## src/rtl/esm_fetch_feeder_if.sv

```systemverilog
// Bus between the ESM fetch feeder, its instruction memory and the ESM core.
interface esm_fetch_feeder_if #(
    parameter int unsigned Instr_word_size = 32,
    parameter int unsigned AW              = 10
);
    logic                       go;
    logic [AW:0]                prog_len;
    logic [AW-1:0]              imem_addr;
    logic [Instr_word_size-1:0] imem_rdata;
    logic [Instr_word_size-1:0] Instr_in;
    logic                       ALUSrc;
    logic                       RegWrite;
    logic                       instr_valid;
    logic                       start;
    logic                       busy;
    logic                       done;

    modport master (
        input  go, prog_len, imem_rdata,
        output imem_addr, Instr_in, ALUSrc, RegWrite, instr_valid, start, busy, done
    );

    modport slave (
        output go, prog_len, imem_rdata,
        input  imem_addr, Instr_in, ALUSrc, RegWrite, instr_valid, start, busy, done
    );
endinterface

```

## src/rtl/esm_fetch_feeder.sv

```systemverilog
// Streams a program from instruction memory into the ESM core with pre-decode and batch start pulses.
// Optional ESM_FEEDER_STALL_EN adds a stall input that freezes the whole pipeline.
module esm_fetch_feeder #(
    parameter int unsigned Instr_word_size = 32,
    parameter int unsigned bs              = 16,
    parameter int unsigned AW              = 10
) (
    input logic clk,
    input logic rst,
`ifdef ESM_FEEDER_STALL_EN
    input logic stall,
`endif
    esm_fetch_feeder_if.master bus
);
    localparam int unsigned CW = (bs > 1) ? $clog2(bs) : 1;
    localparam logic [Instr_word_size-1:0] NOP = Instr_word_size'(32'h0000_0013);
    localparam logic [AW:0] MAX_LEN = {1'b1, {AW{1'b0}}};

    typedef enum logic [1:0] {IDLE, FETCH, DRAIN, FINISH} state_t;

    state_t                     state_q, state_d;
    logic [AW-1:0]              addr_q, addr_d;
    logic [AW-1:0]              last_q, last_d;
    logic [CW-1:0]              cnt_q, cnt_d;
    logic                       rdv_q, rdv_d;
    logic                       vld_q, vld_d;
    logic [Instr_word_size-1:0] instr_q, instr_d;
    logic                       alu_q, alu_d;
    logic                       rw_q, rw_d;
    logic                       start_q, start_d;
    logic                       done_q, done_d;
    logic                       busy_q, busy_d;
    logic                       final_c;
    logic                       run;
    logic [Instr_word_size-1:0] src_data;

    function automatic logic [1:0] decode(input logic [6:0] op);
        case (op)
            7'b0110011:                     return 2'b01;
            7'b0010011, 7'b0000011, 7'b0110111,
            7'b0010111, 7'b1101111, 7'b1100111: return 2'b11;
            7'b0100011:                     return 2'b10;
            default:                        return 2'b00;
        endcase
    endfunction

`ifdef ESM_FEEDER_STALL_EN
    // Memory read data keeps flowing during a stall, so capture the word that was in flight.
    logic                       hold_vld_q;
    logic [Instr_word_size-1:0] hold_data_q;

    always_ff @(posedge clk) begin
        if (rst) begin
            hold_vld_q  <= 1'b0;
            hold_data_q <= '0;
        end else if (stall) begin
            if (!hold_vld_q) begin
                hold_vld_q  <= 1'b1;
                hold_data_q <= bus.imem_rdata;
            end
        end else begin
            hold_vld_q <= 1'b0;
        end
    end

    assign src_data = hold_vld_q ? hold_data_q : bus.imem_rdata;
    assign run      = !stall;
`else
    assign src_data = bus.imem_rdata;
    assign run      = 1'b1;
`endif

    // Next-state and next-output logic.
    always_comb begin
        state_d = state_q;
        addr_d  = addr_q;
        last_d  = last_q;
        cnt_d   = cnt_q;
        rdv_d   = 1'b0;
        vld_d   = rdv_q;
        instr_d = NOP;
        alu_d   = 1'b1;
        rw_d    = 1'b0;
        start_d = 1'b0;
        done_d  = 1'b0;
        final_c = (state_q == DRAIN) && vld_q && !rdv_q;

        if (vld_q) begin
            cnt_d = cnt_q + CW'(1);
        end
        if (rdv_q) begin
            instr_d       = src_data;
            {alu_d, rw_d} = decode(src_data[6:0]);
        end

        case (state_q)
            IDLE: begin
                if (bus.go) begin
                    addr_d = '0;
                    cnt_d  = '0;
                    if (bus.prog_len == '0) begin
                        state_d = FINISH;
                        done_d  = 1'b1;
                    end else begin
                        state_d = FETCH;
                        last_d  = (bus.prog_len > MAX_LEN) ? {AW{1'b1}}
                                                           : AW'(bus.prog_len - (AW+1)'(1));
                    end
                end
            end
            FETCH: begin
                rdv_d = 1'b1;
                if (addr_q == last_q) begin
                    state_d = DRAIN;
                end else begin
                    addr_d = addr_q + AW'(1);
                end
            end
            DRAIN: begin
                if (final_c) begin
                    state_d = FINISH;
                    done_d  = 1'b1;
                end
            end
            FINISH: begin
                state_d = IDLE;
                addr_d  = '0;
            end
            default: state_d = IDLE;
        endcase

        start_d = vld_q && ((cnt_q == CW'(bs - 1)) || final_c);
        busy_d  = (state_d != IDLE);
    end

    // State and output registers.
    always_ff @(posedge clk) begin
        if (rst) begin
            state_q <= IDLE;
            addr_q  <= '0;
            last_q  <= '0;
            cnt_q   <= '0;
            rdv_q   <= 1'b0;
            vld_q   <= 1'b0;
            instr_q <= NOP;
            alu_q   <= 1'b1;
            rw_q    <= 1'b0;
            start_q <= 1'b0;
            done_q  <= 1'b0;
            busy_q  <= 1'b0;
        end else if (run) begin
            state_q <= state_d;
            addr_q  <= addr_d;
            last_q  <= last_d;
            cnt_q   <= cnt_d;
            rdv_q   <= rdv_d;
            vld_q   <= vld_d;
            instr_q <= instr_d;
            alu_q   <= alu_d;
            rw_q    <= rw_d;
            start_q <= start_d;
            done_q  <= done_d;
            busy_q  <= busy_d;
        end
    end

    assign bus.imem_addr = addr_q;
    assign bus.Instr_in  = instr_q;
    assign bus.ALUSrc    = alu_q;
    assign bus.RegWrite  = rw_q;
    assign bus.busy      = busy_q;
    assign bus.instr_valid = vld_q && run;
    assign bus.start       = start_q && run;
    assign bus.done        = done_q && run;
endmodule

```

## src/flat_wrapper.sv

```systemverilog
// flat-port wrapper written by rule: the top's interface ports become plain ports
module esm_fetch_feeder_flat 
#(
    parameter int unsigned Instr_word_size = 32,
    parameter int unsigned bs              = 16,
    parameter int unsigned AW              = 10
)
  (clk, rst, bus_go, bus_prog_len, bus_imem_rdata, bus_imem_addr, bus_Instr_in, bus_ALUSrc, bus_RegWrite, bus_instr_valid, bus_start, bus_busy, bus_done);
  esm_fetch_feeder_if #(.Instr_word_size(Instr_word_size), .AW(AW)) bus_i ();
  input logic clk;
  input logic rst;
  input wire logic [$bits(bus_i.go)-1:0] bus_go;
  input wire logic [$bits(bus_i.prog_len)-1:0] bus_prog_len;
  input wire logic [$bits(bus_i.imem_rdata)-1:0] bus_imem_rdata;
  output wire logic [$bits(bus_i.imem_addr)-1:0] bus_imem_addr;
  output wire logic [$bits(bus_i.Instr_in)-1:0] bus_Instr_in;
  output wire logic [$bits(bus_i.ALUSrc)-1:0] bus_ALUSrc;
  output wire logic [$bits(bus_i.RegWrite)-1:0] bus_RegWrite;
  output wire logic [$bits(bus_i.instr_valid)-1:0] bus_instr_valid;
  output wire logic [$bits(bus_i.start)-1:0] bus_start;
  output wire logic [$bits(bus_i.busy)-1:0] bus_busy;
  output wire logic [$bits(bus_i.done)-1:0] bus_done;
  assign bus_i.go = bus_go;
  assign bus_i.prog_len = bus_prog_len;
  assign bus_i.imem_rdata = bus_imem_rdata;
  assign bus_imem_addr = bus_i.imem_addr;
  assign bus_Instr_in = bus_i.Instr_in;
  assign bus_ALUSrc = bus_i.ALUSrc;
  assign bus_RegWrite = bus_i.RegWrite;
  assign bus_instr_valid = bus_i.instr_valid;
  assign bus_start = bus_i.start;
  assign bus_busy = bus_i.busy;
  assign bus_done = bus_i.done;
  esm_fetch_feeder #(.Instr_word_size(Instr_word_size), .bs(bs), .AW(AW)) u_core (.clk(clk), .rst(rst), .bus(bus_i));
endmodule
```

## config.mk

```make
export PLATFORM = sky130hd
export DESIGN_NAME = esm_fetch_feeder_flat
export DESIGN_NICKNAME = d
export VERILOG_FILES = /design/src/rtl/esm_fetch_feeder_if.sv /design/src/rtl/esm_fetch_feeder.sv /design/src/flat_wrapper.sv
export SDC_FILE = /design/constraint.sdc
export NUM_CORES = 1
export LEC_CHECK = 0
export CAP_MARGIN = 30
export CORE_ASPECT_RATIO = 0.6
export CORE_MARGIN = 2
export CORE_UTILIZATION = 40
export CTS_CLUSTER_DIAMETER = 120
export DETAILED_ROUTE_END_ITERATION = 10
export PLACE_DENSITY = 0.71
export SKIP_CTS_REPAIR_TIMING = 1
export SLEW_MARGIN = 30
export SYNTH_ARGS = -nofsm -noshare
export SYNTH_HDL_FRONTEND = slang
export SYNTH_SLANG_ARGS = --single-unit
```

## constraint.sdc

```tcl
create_clock -name clk -period 3.12 [get_ports clk]
set_clock_uncertainty 0.05 [all_clocks]
set_input_delay 0.312 -clock clk [delete_from_list [all_inputs] [get_ports clk]]
set_output_delay 0.312 -clock clk [all_outputs]
set_load 0.02 [all_outputs]
```

==> results.py <==
metrics = {
    "route": {
        "wl_met1_um": 3250,
        "wl_per_cell_um": 13.9,
        "drtPass1Iterations": 4,
        "drt-initial-drc-count": 102,
        "top_layer": "met4",
        "ant_nets": 0,
        "drc": 0,
        "dr_total_vias": 2165,
        "routed-wl-met2_um": 2490,
        "routed_wl_um": 6260,
        "via_per_inst": 4.82,
        "wl_met3_um": 454,
    },
    "timing": {
        "worst_slew_pin_slew_ns": 0.803,
        "max_freq_ghz": 0.380,
        "finalCriticalPeriod_ns": 2.63,
        "rsz0062_at_grt": "false",
        "relSlewSlack": 0.464,
        "hold_viol": 0,
        "timing.final.crit_share": 0.843,
        "fin_setup_tns_ns": 0,
        "slew_viol_final": 0,
        "setup_violations": 0,
    },
    "power": {
        "p_switching_uw": 443,
        "p_int_mw": 1.45,
        "p_comb_frac": 0.117,
        "ir_drop_uv": 237,
        "pwr-share-seq": 0.466,
        "p_leak_nw": 1.41,
        "p_clk_frac": 0.417,
        "switching_share": 0.234,
        "power_density_mw_per_mm2": 500,
    },
    "setup_path": {
        "worstPathRequired_ns": 3.26,
        "arrival_ns": 2.77,
        "cp.buffers_inverters": 2,
        "crit_path_end_kind": "flop",
        "worstSetupPathType": "input port to flop",
        "ff2ff_path_depth": 5,
        "cp_cell_sequence": "clkdlybuf4s50_1 > inv_1 > ha_1 > or3b_2 > nor2_1 > a21oi_1 > and2_1 > a211oi_1",
        "r2r_setup_slack_ns": 0.93,
        "cpPeakStageDelay_ns": 0.65,
        "cpLargestDelayFamily": "compound AO/OA/AOI/OAI gates",
        "crit_slowest_cell": "a21oi_1",
        "path_depth": 8,
        "worstPathMaxFanout": 11,
        "worstSetupStartpoint": "bus_prog_len[1]",
        "critPathLaunchType": "input port",
        "worstReg2RegStart": "u_core.state_q[1]",
    },
    "global_route": {
        "antenna_found_initial": 0,
        "grt_max_degree": 32,
        "first_global_vias": 1956,
        "grt.total_usage": 0.182,
        "grt_overflow": 0,
        "grt_pass1_wl_um": 9850,
    },
    "final_layout": {
        "layout.nets": 410,
        "drive_gt1_frac": 0.0767,
        "postLayoutCellArea_mm2": 0.00379,
        "syn_to_final_growth_pct": 48.6,
        "antenna_cells": 0,
        "n_fill_cell": 505,
    },
    "synth": {
        "netlist_instances": 264,
        "yosysUniqueCellTypes": 43,
        "synth.area.top_cells": "dfxtp_1 51%, and2_1 7.6%, xor2_1 4.8%",
        "synth-edff-count": 0,
        "netlist.top_cell.by_area": "dfxtp_1",
        "yosysWarningCount": 0,
        "synth.most_common_cell": "dfxtp_1",
        "ys.flop_type": "dfxtp_1",
        "avgSynthCellArea_um2": 9.65,
        "netlist_area_mm2": 0.00255,
        "yosysSeqAreaShare": 0.511,
        "synth_top_area_frac": 0.511,
        "synth_nets": 314,
        "async_reset_ff_frac": 0,
        "synthTopCellsByCount": "65 x dfxtp_1, 31 x and2_1, 25 x nor2_1",
        "ys_ff_latch": 65,
    },
    "worst_hold_path": {
        "hold_start": "u_core.cnt_q[3]",
        "whs_path_depth": 2,
        "min_path_type": "flop to flop",
    },
    "flow_run": {
        "maxCapViolCount": 0,
    },
    "clock_network": {
        "clk_latency_ns": 0.33,
        "ctsRootBufferMaster": "clkbuf_8",
        "clkSlewWorstSetupHoldPaths_ns": 0.07,
        "clock_sinks": 65,
        "h-tree-depth": 3,
        "cts_tree": "built",
        "cts_buffers": 9,
        "cts_max_path_buffers": 2,
    },
    "floorplan": {
        "die-area_mm2": 0.00705,
        "die_x_um": 107,
        "design.core.area_mm2": 0.00614,
        "start_util": 0.415,
        "num_rows": 22,
        "fp.dieH_um": 65.8,
        "io_pins": 94,
    },
    "placement": {
        "routabilityCongestion": 0.814,
        "io_buffer_count": 93,
        "dp_hpwl_um": 4730,
        "placed_area_mm2": 0.00356,
    },
    "run_status": {
        "status": "complete, no violations",
    },
}
==> sequential cells by signal (all words and copies together) (netlist names) <==
signal	cells
u_core.bus.imem_addr	10
u_core.bus.busy	1
u_core.state_q	2
u_core.cnt_q	4
u_core.bus.ALUSrc	1
u_core.bus.start	1
u_core.bus.instr_valid	1
u_core.bus.Instr_in	32
u_core.last_q	10
u_core.bus.done	1
u_core.rdv_q	1
u_core.bus.RegWrite	1
==> area by class of cell <==
cell class | count | area [um^2] | share of cell area
flip-flops and latches | 65 | 1300 | 0.343
multi-input cells | 181 | 1170 | 0.310
repair buffers | 96 | 953 | 0.252
clock buffers | 10 | 138 | 0.0363
well taps | 84 | 105 | 0.0277
clock inverters | 6 | 91.3 | 0.0241
inverters | 7 | 26.3 | 0.00694
==> placed cells by master (no fill, tap or decap), types with 3 or more instances in the layout <==
master           Yosys  final
nand4_1              3      3
o21ai_0             10     10
a21oi_1             14     14
or3_1                7      7
nand2b_1             4      4
ha_1                 4      4
dfxtp_1             65     65
clkinvlp_4           0      3
xor2_1              14     14
buf_4                1      3
xnor2_1              7      7
nand2_1             13     13
a211oi_1            11     11
clkbuf_8             0     10
inv_1                7      7
nor4_1               4      4
nand3_1              3      3
nor2_1              25     25
clkdlybuf4s50_1      0     93
and2_1              31     31
==> final timing paths <==
kind,to
max,u_core.last_q[4]
min,u_core.bus.start
max reg2reg,u_core.last_q[4]
min reg2reg,u_core.bus.start
==> tightest hold or removal path: stages (launching register included) <==
cell and delay [ns]:
dfxtp_1 0.32, nand3_1 0.08, a21oi_1 0.06
==> power groups by stage <==
stage | clock, mW | sequential, mW | combinational [mW]
floorplan | 0 | 0.912 | 0.0925
global placement | 0 | 0.901 | 0.217
detailed placement | 0 | 0.901 | 0.220
CTS | 0.812 | 0.883 | 0.221
global route | 0.845 | 0.886 | 0.240
finish | 0.791 | 0.883 | 0.221
==> per-stage QoR <==
stage | setup slack, ns | total power, mW | hold slack (ns) | util | cells
finish | 0.491 | 1.90 | 0.454 | 0.617 | 449
floorplan | 1.27 | 1.00 | 0.358 | - | 264
global route | 0.352 | 1.97 | 0.472 | 0.617 | 449
global placement | 0.351 | 1.12 | 0.444 | 0.580 | 433
detailed placement | 0.197 | 1.12 | 0.442 | 0.580 | 433
CTS | 0.564 | 1.92 | 0.451 | 0.617 | 449
==> per-layer routing <==
| layer | vias up | GRT usage |
|---|---|---|
| li1 | 1100 | - |
| met1 | 978 | 0.273 |
| met2 | 80 | 0.246 |
| met3 | 7 | 0.0522 |
| met4 | 0 | 0.0633 |
| met5 | - | 0 |
==> cell families (layout without fill, tap and decap cells) <==
logic type	count (synthesis)	in the layout	share of synthesized area
AO/OA/AOI/OAI	47	47	0.119
buffers and inverters	18	119	0.0290
flip-flops	65	65	0.511
XOR/XNOR	21	21	0.0722
AND/OR/NAND/NOR	107	107	0.242
multiplexers	2	2	0.00786
adder cells (fa/ha/maj)	4	4	0.0196
Power figures use the tool's default switching activity.
==> RTL change: new RTL, same settings <==
`Instr_word_size` is set to 32 in 3 places; all go to 16.
--- a/src/rtl/esm_fetch_feeder_if.sv
+++ b/src/rtl/esm_fetch_feeder_if.sv
@@ -2,3 +2,3 @@
 interface esm_fetch_feeder_if #(
-    parameter int unsigned Instr_word_size = 32,
+    parameter int unsigned Instr_word_size = 16,
     parameter int unsigned AW              = 10
--- a/src/rtl/esm_fetch_feeder.sv
+++ b/src/rtl/esm_fetch_feeder.sv
@@ -3,3 +3,3 @@
 module esm_fetch_feeder #(
-    parameter int unsigned Instr_word_size = 32,
+    parameter int unsigned Instr_word_size = 16,
     parameter int unsigned bs              = 16,
--- a/src/flat_wrapper.sv
+++ b/src/flat_wrapper.sv
@@ -3,3 +3,3 @@
 #(
-    parameter int unsigned Instr_word_size = 32,
+    parameter int unsigned Instr_word_size = 16,
     parameter int unsigned bs              = 16,
Interface: changed (resized bus_Instr_in and bus_imem_rdata); port bits go from 94 to 62. No check against the original RTL was run, so the function may have changed too.
==> RTL change against the original RTL <==
Wire length is 24% lower. Area after synthesis shrank 16%. Power decreased by 30%. Via count shrank 17%. Final area shrank 23%. Sequential cell count is 16 lower. Setup slack gained 480 ps. Critical path type is now flip-flop to flip-flop. Largest power group unchanged.
==> RTL change: results (changes against the original RTL) <==
Run status
  • Status: finished, final reports clean

Drt
  • WL met2: 1990 um (-20%)
  • DR WL met3: 291 um (-36%)
  • Drt first-iter violations: 66 (-35%)
  • Vias per cell: 5.08 (+5.3%)
  • WL met1: 2470 um (-24%)
  • DR WL/cell: 13.4 um (-3.9%)

Hold path
  • Worst Hold Path EP: u_core.last_q[2]$_SDFFE_PP0P_
  • Hold_sp: u_core.last_q[2]$_SDFFE_PP0P_

CTS
  • Clk_lat worst skew: 290 ps (-40 ps)
  • CTS clk-pin slew, worst paths: 90 ps (+20 ps)
  • Total CTS buffers: 5 (-4)

Critical path
  • Reg2reg end: u_core.bus.imem_addr[3]$_SDFFE_PP0P_
  • Worst EP arrival: 2290 ps (-480 ps)
  • Max Fanout on Critical Path: 15 (+4)
  • Largest stage delay on the critical path: 550 ps (-100 ps)

Placement
  • Post-DP HPWL: 3710 um (-22%)
  • RD Place Congestion: 0.810 (-0.44%)
  • Port Buffer Count: 61 (-34%)

Yosys
  • Post-synth top cells: 49 x dfxtp_1, 21 x nor2_1, 14 x and2_1, 14 x nand2_1, 14 x xor2_1
  • Dominant cells by area after synthesis: dfxtp_1 46%, xor2_1 5.7%, and2_1 4.1%
  • Net Count, Synth: 261 (-17%)
  • Post-synthesis sequential area ratio: 45.7% (-5.4 points)
  • Number of distinct library cells after synthesis: 48 (+12%)

Timing
  • WHS: 465 ps (+10.7 ps)

Global route
  • Met1 Track Usage GR: 23.9% (-3.4 points)
  • First-pass GRT wire length: 7730 um (-22%)
  • Largest net degree at the start of global routing: 24 (-25%)
  • Routing usage on met3: 4.26% (-0.96 points)
  • GRT Util Overall: 16.1% (-2.1 points)

Final layout
  • Layout cell share with drive strength beyond 1: 6.90% (-0.77 points)
  • Filler cells: 477 (-5.5%)
  • Max FFs per register: 16 (-50%)

Power and ir drop
  • PwrDens: 454 nW/um^2 (-9.3%)
  • Maximum vdd drop: 0.193 mV (-19%)
  • Comb pwr: 0.191 mW (-14%)
==> RTL change: metrics by stage <==
stage	area [um^2]	setup slack (ps)	cells
after floorplan	2150	1280	227
after global placement	2810	725	348
after detailed placement	2810	702	348
after CTS	2930	982	356
after global routing	2930	793	356
final	2930	967	356
==> RTL change: area by class of cell <==
class	instances	share of cell area (%)
Tap cell	66	2.82
Multi-Input combinational cell	166	37.7
Timing Repair Buffer	63	21.4
Clock buffer	6	2.82
Inverter	4	0.513
Sequential cell	49	33.5
Clock inverter	2	1.28
==> RTL change: cells by family (layout without fill, tap and decap cells) <==
family | count (synthesis) | in the layout | synth area share [%]
muxes | 1 | 1 | 0.466
DFF | 49 | 49 | 45.7
AOI/OAI and AO/OA | 39 | 39 | 12.7
and+or+nand+nor | 102 | 102 | 27.8
buffers and inverters | 12 | 75 | 2.86
xor gates and xnor gates | 20 | 20 | 8.16
adders and majority gates | 4 | 4 | 2.33
